<file path="src/rtl/transmissor_medida_if.sv">
// Handshake bundle between the sonar control/datapath, the frame formatter and the UART core.
interface transmissor_medida_if;
    logic        transmitir;
    logic [2:0]  posicao;
    logic [11:0] medida;
    logic        tx_pronto;
    logic        tx_partida;
    logic [6:0]  tx_dados;
    logic        fim_transmissao;
    logic        ocupado;
    logic [3:0]  db_estado;

    modport master (
        output transmitir, posicao, medida, tx_pronto,
        input  tx_partida, tx_dados, fim_transmissao, ocupado, db_estado
    );

    modport slave (
        input  transmitir, posicao, medida, tx_pronto,
        output tx_partida, tx_dados, fim_transmissao, ocupado, db_estado
    );
endinterface

</file>
<file path="src/rtl/transmissor_medida.sv">
// Formats one sonar sample as the 8-char ASCII frame "aaa,ddd#" and feeds it to the UART
// one character at a time.
module transmissor_medida (
    input  logic                   clock,
    input  logic                   reset,
    transmissor_medida_if.slave    bus
);
    localparam int unsigned IDX_W = 3;
    localparam int unsigned POS_W = 3;
    localparam int unsigned MED_W = 12;
    localparam int unsigned CHR_W = 7;

    localparam logic [CHR_W-1:0] CHAR_SEP  = 7'h2C;
    localparam logic [CHR_W-1:0] CHAR_FIM  = 7'h23;
    localparam logic [CHR_W-1:0] CHAR_ERRO = 7'h3F;
    localparam logic [CHR_W-1:0] CHAR_ZERO = 7'h30;

    typedef enum logic [3:0] {
        INICIAL = 4'h0,
        PREPARA = 4'h1,
        ENVIA   = 4'h2,
        ESPERA  = 4'h3,
        PROXIMO = 4'h4,
        FINAL   = 4'hF
    } estado_t;

    estado_t            estado, estado_prox;
    logic [POS_W-1:0]   pos_reg, pos_prox;
    logic [MED_W-1:0]   med_reg, med_prox;
    logic [IDX_W-1:0]   idx, idx_prox;

    // One BCD digit to ASCII; non-decimal nibbles become '?'
    function automatic logic [CHR_W-1:0] ascii_digito(input logic [3:0] d);
        logic [CHR_W-1:0] c;
        if (d <= 4'd9) c = CHAR_ZERO + CHR_W'(d);
        else           c = CHAR_ERRO;
        return c;
    endfunction

    // Servo position index to angle in BCD (20 degrees per step, starting at 20)
    function automatic logic [11:0] angulo_bcd(input logic [POS_W-1:0] p);
        logic [11:0] a;
        case (p)
            3'd0:    a = 12'h020;
            3'd1:    a = 12'h040;
            3'd2:    a = 12'h060;
            3'd3:    a = 12'h080;
            3'd4:    a = 12'h100;
            3'd5:    a = 12'h120;
            3'd6:    a = 12'h140;
            default: a = 12'h160;
        endcase
        return a;
    endfunction

    function automatic logic [CHR_W-1:0] caractere(input logic [POS_W-1:0] p,
                                                    input logic [MED_W-1:0] m,
                                                    input logic [IDX_W-1:0] i);
        logic [11:0]      a;
        logic [CHR_W-1:0] c;
        a = angulo_bcd(p);
        case (i)
            3'd0:    c = ascii_digito(a[11:8]);
            3'd1:    c = ascii_digito(a[7:4]);
            3'd2:    c = ascii_digito(a[3:0]);
            3'd3:    c = CHAR_SEP;
            3'd4:    c = ascii_digito(m[11:8]);
            3'd5:    c = ascii_digito(m[7:4]);
            3'd6:    c = ascii_digito(m[3:0]);
            default: c = CHAR_FIM;
        endcase
        return c;
    endfunction

    // Next-state and next-datapath values; outputs are registered from these
    always_comb begin
        estado_prox = estado;
        pos_prox    = pos_reg;
        med_prox    = med_reg;
        idx_prox    = idx;
        case (estado)
            INICIAL: if (bus.transmitir) estado_prox = PREPARA;
            PREPARA: begin
                pos_prox    = bus.posicao;
                med_prox    = bus.medida;
                idx_prox    = '0;
                estado_prox = ENVIA;
            end
            ENVIA:   estado_prox = ESPERA;
            ESPERA:  if (bus.tx_pronto) estado_prox = PROXIMO;
            PROXIMO: begin
                if (idx == IDX_W'(7)) begin
                    estado_prox = FINAL;
                end else begin
                    idx_prox    = idx + IDX_W'(1);
                    estado_prox = ENVIA;
                end
            end
            FINAL:   estado_prox = INICIAL;
            default: estado_prox = INICIAL;
        endcase
    end

    always_ff @(posedge clock) begin
        if (reset) begin
            estado              <= INICIAL;
            pos_reg             <= '0;
            med_reg             <= '0;
            idx                 <= '0;
            bus.tx_partida      <= 1'b0;
            bus.fim_transmissao <= 1'b0;
            bus.ocupado         <= 1'b0;
            bus.db_estado       <= 4'h0;
            bus.tx_dados        <= CHAR_ZERO;
        end else begin
            estado              <= estado_prox;
            pos_reg             <= pos_prox;
            med_reg             <= med_prox;
            idx                 <= idx_prox;
            bus.tx_partida      <= (estado_prox == ENVIA);
            bus.fim_transmissao <= (estado_prox == FINAL);
            bus.ocupado         <= (estado_prox != INICIAL);
            bus.db_estado       <= 4'(estado_prox);
            bus.tx_dados        <= caractere(pos_prox, med_prox, idx_prox);
        end
    end
endmodule
</file>
<file path="src/flat_wrapper.sv">
// flat-port wrapper written by rule: the top's interface ports become plain ports
module transmissor_medida_flat 
  (clock, reset, bus_transmitir, bus_posicao, bus_medida, bus_tx_pronto, bus_tx_partida, bus_tx_dados, bus_fim_transmissao, bus_ocupado, bus_db_estado);
  transmissor_medida_if bus_i ();
  input  logic clock;
  input  logic reset;
  input wire logic [$bits(bus_i.transmitir)-1:0] bus_transmitir;
  input wire logic [$bits(bus_i.posicao)-1:0] bus_posicao;
  input wire logic [$bits(bus_i.medida)-1:0] bus_medida;
  input wire logic [$bits(bus_i.tx_pronto)-1:0] bus_tx_pronto;
  output wire logic [$bits(bus_i.tx_partida)-1:0] bus_tx_partida;
  output wire logic [$bits(bus_i.tx_dados)-1:0] bus_tx_dados;
  output wire logic [$bits(bus_i.fim_transmissao)-1:0] bus_fim_transmissao;
  output wire logic [$bits(bus_i.ocupado)-1:0] bus_ocupado;
  output wire logic [$bits(bus_i.db_estado)-1:0] bus_db_estado;
  assign bus_i.transmitir = bus_transmitir;
  assign bus_i.posicao = bus_posicao;
  assign bus_i.medida = bus_medida;
  assign bus_i.tx_pronto = bus_tx_pronto;
  assign bus_tx_partida = bus_i.tx_partida;
  assign bus_tx_dados = bus_i.tx_dados;
  assign bus_fim_transmissao = bus_i.fim_transmissao;
  assign bus_ocupado = bus_i.ocupado;
  assign bus_db_estado = bus_i.db_estado;
  transmissor_medida u_core (.clock(clock), .reset(reset), .bus(bus_i));
endmodule
</file>
<file path="config.mk">
export PLATFORM = sky130hd
export DESIGN_NAME = transmissor_medida_flat
export DESIGN_NICKNAME = d
export VERILOG_FILES = /design/src/rtl/transmissor_medida_if.sv /design/src/rtl/transmissor_medida.sv /design/src/flat_wrapper.sv
export SDC_FILE = /design/constraint.sdc
export NUM_CORES = 1
export LEC_CHECK = 0
export ABC_CLOCK_PERIOD_IN_PS = 2800
export CORE_MARGIN = 5
export CORE_UTILIZATION = 25
export DETAILED_ROUTE_END_ITERATION = 7
export GPL_ROUTABILITY_DRIVEN = 0
export GPL_TIMING_DRIVEN = 0
export PLACE_DENSITY = 0.55
export SETUP_SLACK_MARGIN = 0.15
export SLEW_MARGIN = 10
export SYNTH_ARGS = -nofsm -noshare
export SYNTH_HDL_FRONTEND = slang
export SYNTH_SLANG_ARGS = --single-unit
</file>
<file path="constraint.sdc">
create_clock -name clock -period 2.8 [get_ports clock]
set_input_delay 0.84 -clock clock [delete_from_list [all_inputs] [get_ports clock]]
set_output_delay 0.84 -clock clock [all_outputs]
set_load 0.02 [all_outputs]
</file>
==> results.yml <==
outcome:
  status: "completed"
logic_synthesis:
  synthCells: 204
  yosys.area_share.adder_pct: 0.771
  synthFlopType: "dfxtp_1"
  yosys.area_share.simple_pct: 20.9
  synth_area_per_cell_um2: 7.95
  synth.distinct_cells: 47
  ys_seq_elements: 30
  synth_top_family_by_area: "compound AO/OA/AOI/OAI gates"
  synthesis.area_mm2: 0.00162
  yosysWarnings: 0
  syn_nets: 224
  muxShareOfSynthArea_pct: 4.47
  synth-compound-area-share_pct: 27.5
  synth_xor_area_share_pct: 2.16
  synth-edff-count: 0
  ys_seq_area_share_pct: 37.0
  synthArstFlopShare_pct: 0
cts:
  cts_resized: 0
  cts_tree: "built"
  root_buffer: "clkbuf_8"
  cts_hold_buf: 0
  cts_buffers: 5
  insertion_delay_ns: 0.28
  cts.sinks: 30
  clk_path_buf_depth: 2
  cts_setup_buffers: 0
  path_clk_slew_ns: 0.06
  htreeDepth: 2
floorplanning:
  ioPinCount: 33
  die_h_um: 90.6
  die_x_um: 90.6
  core-area_mm2: 0.00635
  num_rows: 29
  initial_core_util_pct: 25.6
  die_area_mm2: 0.00820
critical_path:
  crit_required_ns: 1.96
  cp_max_fo: 8
  worstRegToRegCells: 9
  critPathArrivalTime_ns: 1.45
  end_kind: "output pin"
  crit_start: "u_core.bus.db_estado[3]$_SDFF_PP0_"
  rr_endpoint: "u_core.bus.tx_dados[1]$_SDFF_PP0_"
  critPathSlowestCell: "clkdlybuf4s50_1"
  path_depth: 1
  worstSetupPathType: "reg -> out"
  r2r_start: "u_core.bus.db_estado[1]$_SDFF_PP0_"
  crit_family: "buffers and inverters"
  rrSetupSlack_ns: 0.57
  start_kind: "register"
  cp_slowest_stage_delay_ns: 0.67
  critPathCapture: "bus_db_estado[3]"
  path_buf_inv: 1
  crit_chain: "clkdlybuf4s50_1"
global_route:
  use_met3_pct: 3.17
  globalRoute.busiestLayer: "met2"
  antenna_found_initial: 0
  use_met1_pct: 13.7
  grt_usage_pct: 10.7
  first_global_vias: 1540
  grt_max_degree: 11
  grt-ovfl-total: 0
  grt_first_pass_wirelength_um: 7180
  use_met2_pct: 16.8
cells_and_area:
  syn_to_final_growth_pct: 29.7
  fill_cells: 679
  drive_above_1_share_pct: 7.47
  regArea_um2: 601
  largest_register_ffs: 12
  multi_input_area_um2: 922
  final_nets: 261
  antenna_cells: 0
power_and_ir_drop:
  power_w: 0.00102
  cellLeakagePower_nw: 0.756
  powerDensity_mw_per_mm2: 487
  ir_drop_mv: 0.213
sta:
  fin_skew_ns: 0.00606
  slew_headroom_pct: 63.1
  rsz0062_at_grt: "false"
  setup_viol_count_final: 0
  tns_ns: 0
  tightest_slew_ns: 0.551
  finalHoldViolations: 0
  period_minus_slack_ns: 2.29
  finalCritPeriodShare_pct: 81.9
  clock.fmax_mhz: 436
  drv_slew: 0
placement:
  io_buffers: 30
  hpwl_um: 3180
drt:
  drc: 0
  dr.pass1.iters: 4
  via_per_inst: 4.86
  wl_per_cell_um: 13.2
  wl_um: 4210
  ant_nets: 0
  vias: 1547
  first_iter_violations: 56
min_path:
  hp-class: "reg -> reg"
flow_run:
  cap_violations: 0
-- placed cells by master, fill, tap and decap left out, types with 3 or more instances in the layout --
| cell type | n |
|---|---|
| clkbuf_1 | 9 |
| clkdlybuf4s50_1 | 30 |
| a211oi_1 | 8 |
| and2_1 | 4 |
| nand3b_1 | 5 |
| a21oi_1 | 25 |
| nor3_1 | 3 |
| nor3b_1 | 3 |
| inv_1 | 7 |
| nand2_1 | 30 |
| buf_2 | 3 |
| xnor2_1 | 3 |
| clkbuf_8 | 5 |
| nor2_1 | 14 |
| o22ai_1 | 4 |
| mux2i_1 | 5 |
| dfxtp_1 | 30 |
| a31oi_1 | 5 |
| o21ai_0 | 12 |
-- worst min path at each step --
stage	startpoint	end	cells past startpoint
after detailed placement	u_core.med_reg[0]$_SDFF_PP0_	u_core.med_reg[0]$_SDFF_PP0_	2
after CTS	u_core.med_reg[0]$_SDFF_PP0_	u_core.med_reg[0]$_SDFF_PP0_	2
after floorplan	u_core.med_reg[0]$_SDFF_PP0_	u_core.med_reg[0]$_SDFF_PP0_	2
after global placement	u_core.med_reg[4]$_SDFF_PP0_	u_core.med_reg[4]$_SDFF_PP0_	2
final	u_core.med_reg[4]$_SDFF_PP0_	u_core.med_reg[4]$_SDFF_PP0_	2
after global routing	u_core.med_reg[4]$_SDFF_PP0_	u_core.med_reg[4]$_SDFF_PP0_	2
-- cells in the mapped netlist (all sizes together) (2+ instances only) --
| cell | number | share of area [%] |
|---|---|---|
| a211oi | 8 | 3.7 |
| a21oi | 26 | 8.2 |
| a22oi | 2 | 0.92 |
| a31oi | 5 | 1.9 |
| and2 | 4 | 1.5 |
| buf | 8 | 3.5 |
| clkbuf | 7 | 1.6 |
| conb | 2 | 0.46 |
| dfxtp | 30 | 37 |
| inv | 7 | 1.6 |
| mux2i | 6 | 4.5 |
| nand2 | 30 | 6.9 |
| nand3 | 2 | 0.62 |
| nand3b | 5 | 2.3 |
| nor2 | 14 | 3.2 |
| nor2b | 2 | 0.77 |
| nor3 | 3 | 0.92 |
| nor3b | 3 | 1.4 |
| o21ai | 12 | 3.7 |
| o22ai | 4 | 1.5 |
| or4b | 2 | 1.5 |
| xnor2 | 3 | 1.6 |
-- worst min-delay path: cells and delay by family, from the launching register on --
family | cells | cell delay (ns)
AO/OA/AOI/OAI | 1 | 0.05
AND/OR/NAND/NOR | 1 | 0.05
flip-flops | 1 | 0.30
-- routing by layer --
layer  part of all wire [%]  vias to the layer above  wire length (um)
li1                       -                      796                 -
met1                     48                      704              2010
met2                     45                       37              1890
met3                    5.6                       10               235
met4                    1.7                        0                73
met5                      0                        -                 0
-- power breakdown --
part	internal, W	switching [W]
Combinational	0.000108	0.000122
Sequential	0.000452	0.0000167
Clock	0.000171	0.000156
-- through the flow --
step	instances	hold slack (ns)	instance area, um^2	worst slack (ns)	util [%]
2_1_floorplan	204	0.431	1620	0.671	-
3_3_place_gp	311	0.443	2020	0.325	31.8
3_5_place_dp	311	0.452	2020	0.348	31.8
4_1_cts	318	0.461	2100	0.348	33.0
5_1_grt	318	0.485	2100	0.337	33.1
6_report	318	0.457	2100	0.506	33.1
-- logic make-up (layout without fill, tap and decap cells) --
| kind of cell | after synthesis | count (layout) |
|---|---|---|
| multiplexers | 6 | 6 |
| other | 2 | 2 |
| buffers and inverters | 22 | 59 |
| AND/OR/NAND/NOR | 68 | 68 |
| AO/OA/AOI/OAI | 71 | 71 |
| adder cells (fa/ha/maj) | 1 | 1 |
| XOR/XNOR | 4 | 4 |
| flip-flops | 30 | 30 |
-- layout make-up --
| type | count | share of cell area, % |
|---|---|---|
| plain buffers | 15 | 3.92 |
| clock buffers | 7 | 3.63 |
| inverters | 7 | 1.25 |
| multi-input cells | 152 | 43.8 |
| flip-flops and latches | 30 | 28.5 |
| well taps | 77 | 4.58 |
| repair buffers | 30 | 14.3 |
No activity file was read; power rests on OpenSTA's default activity.
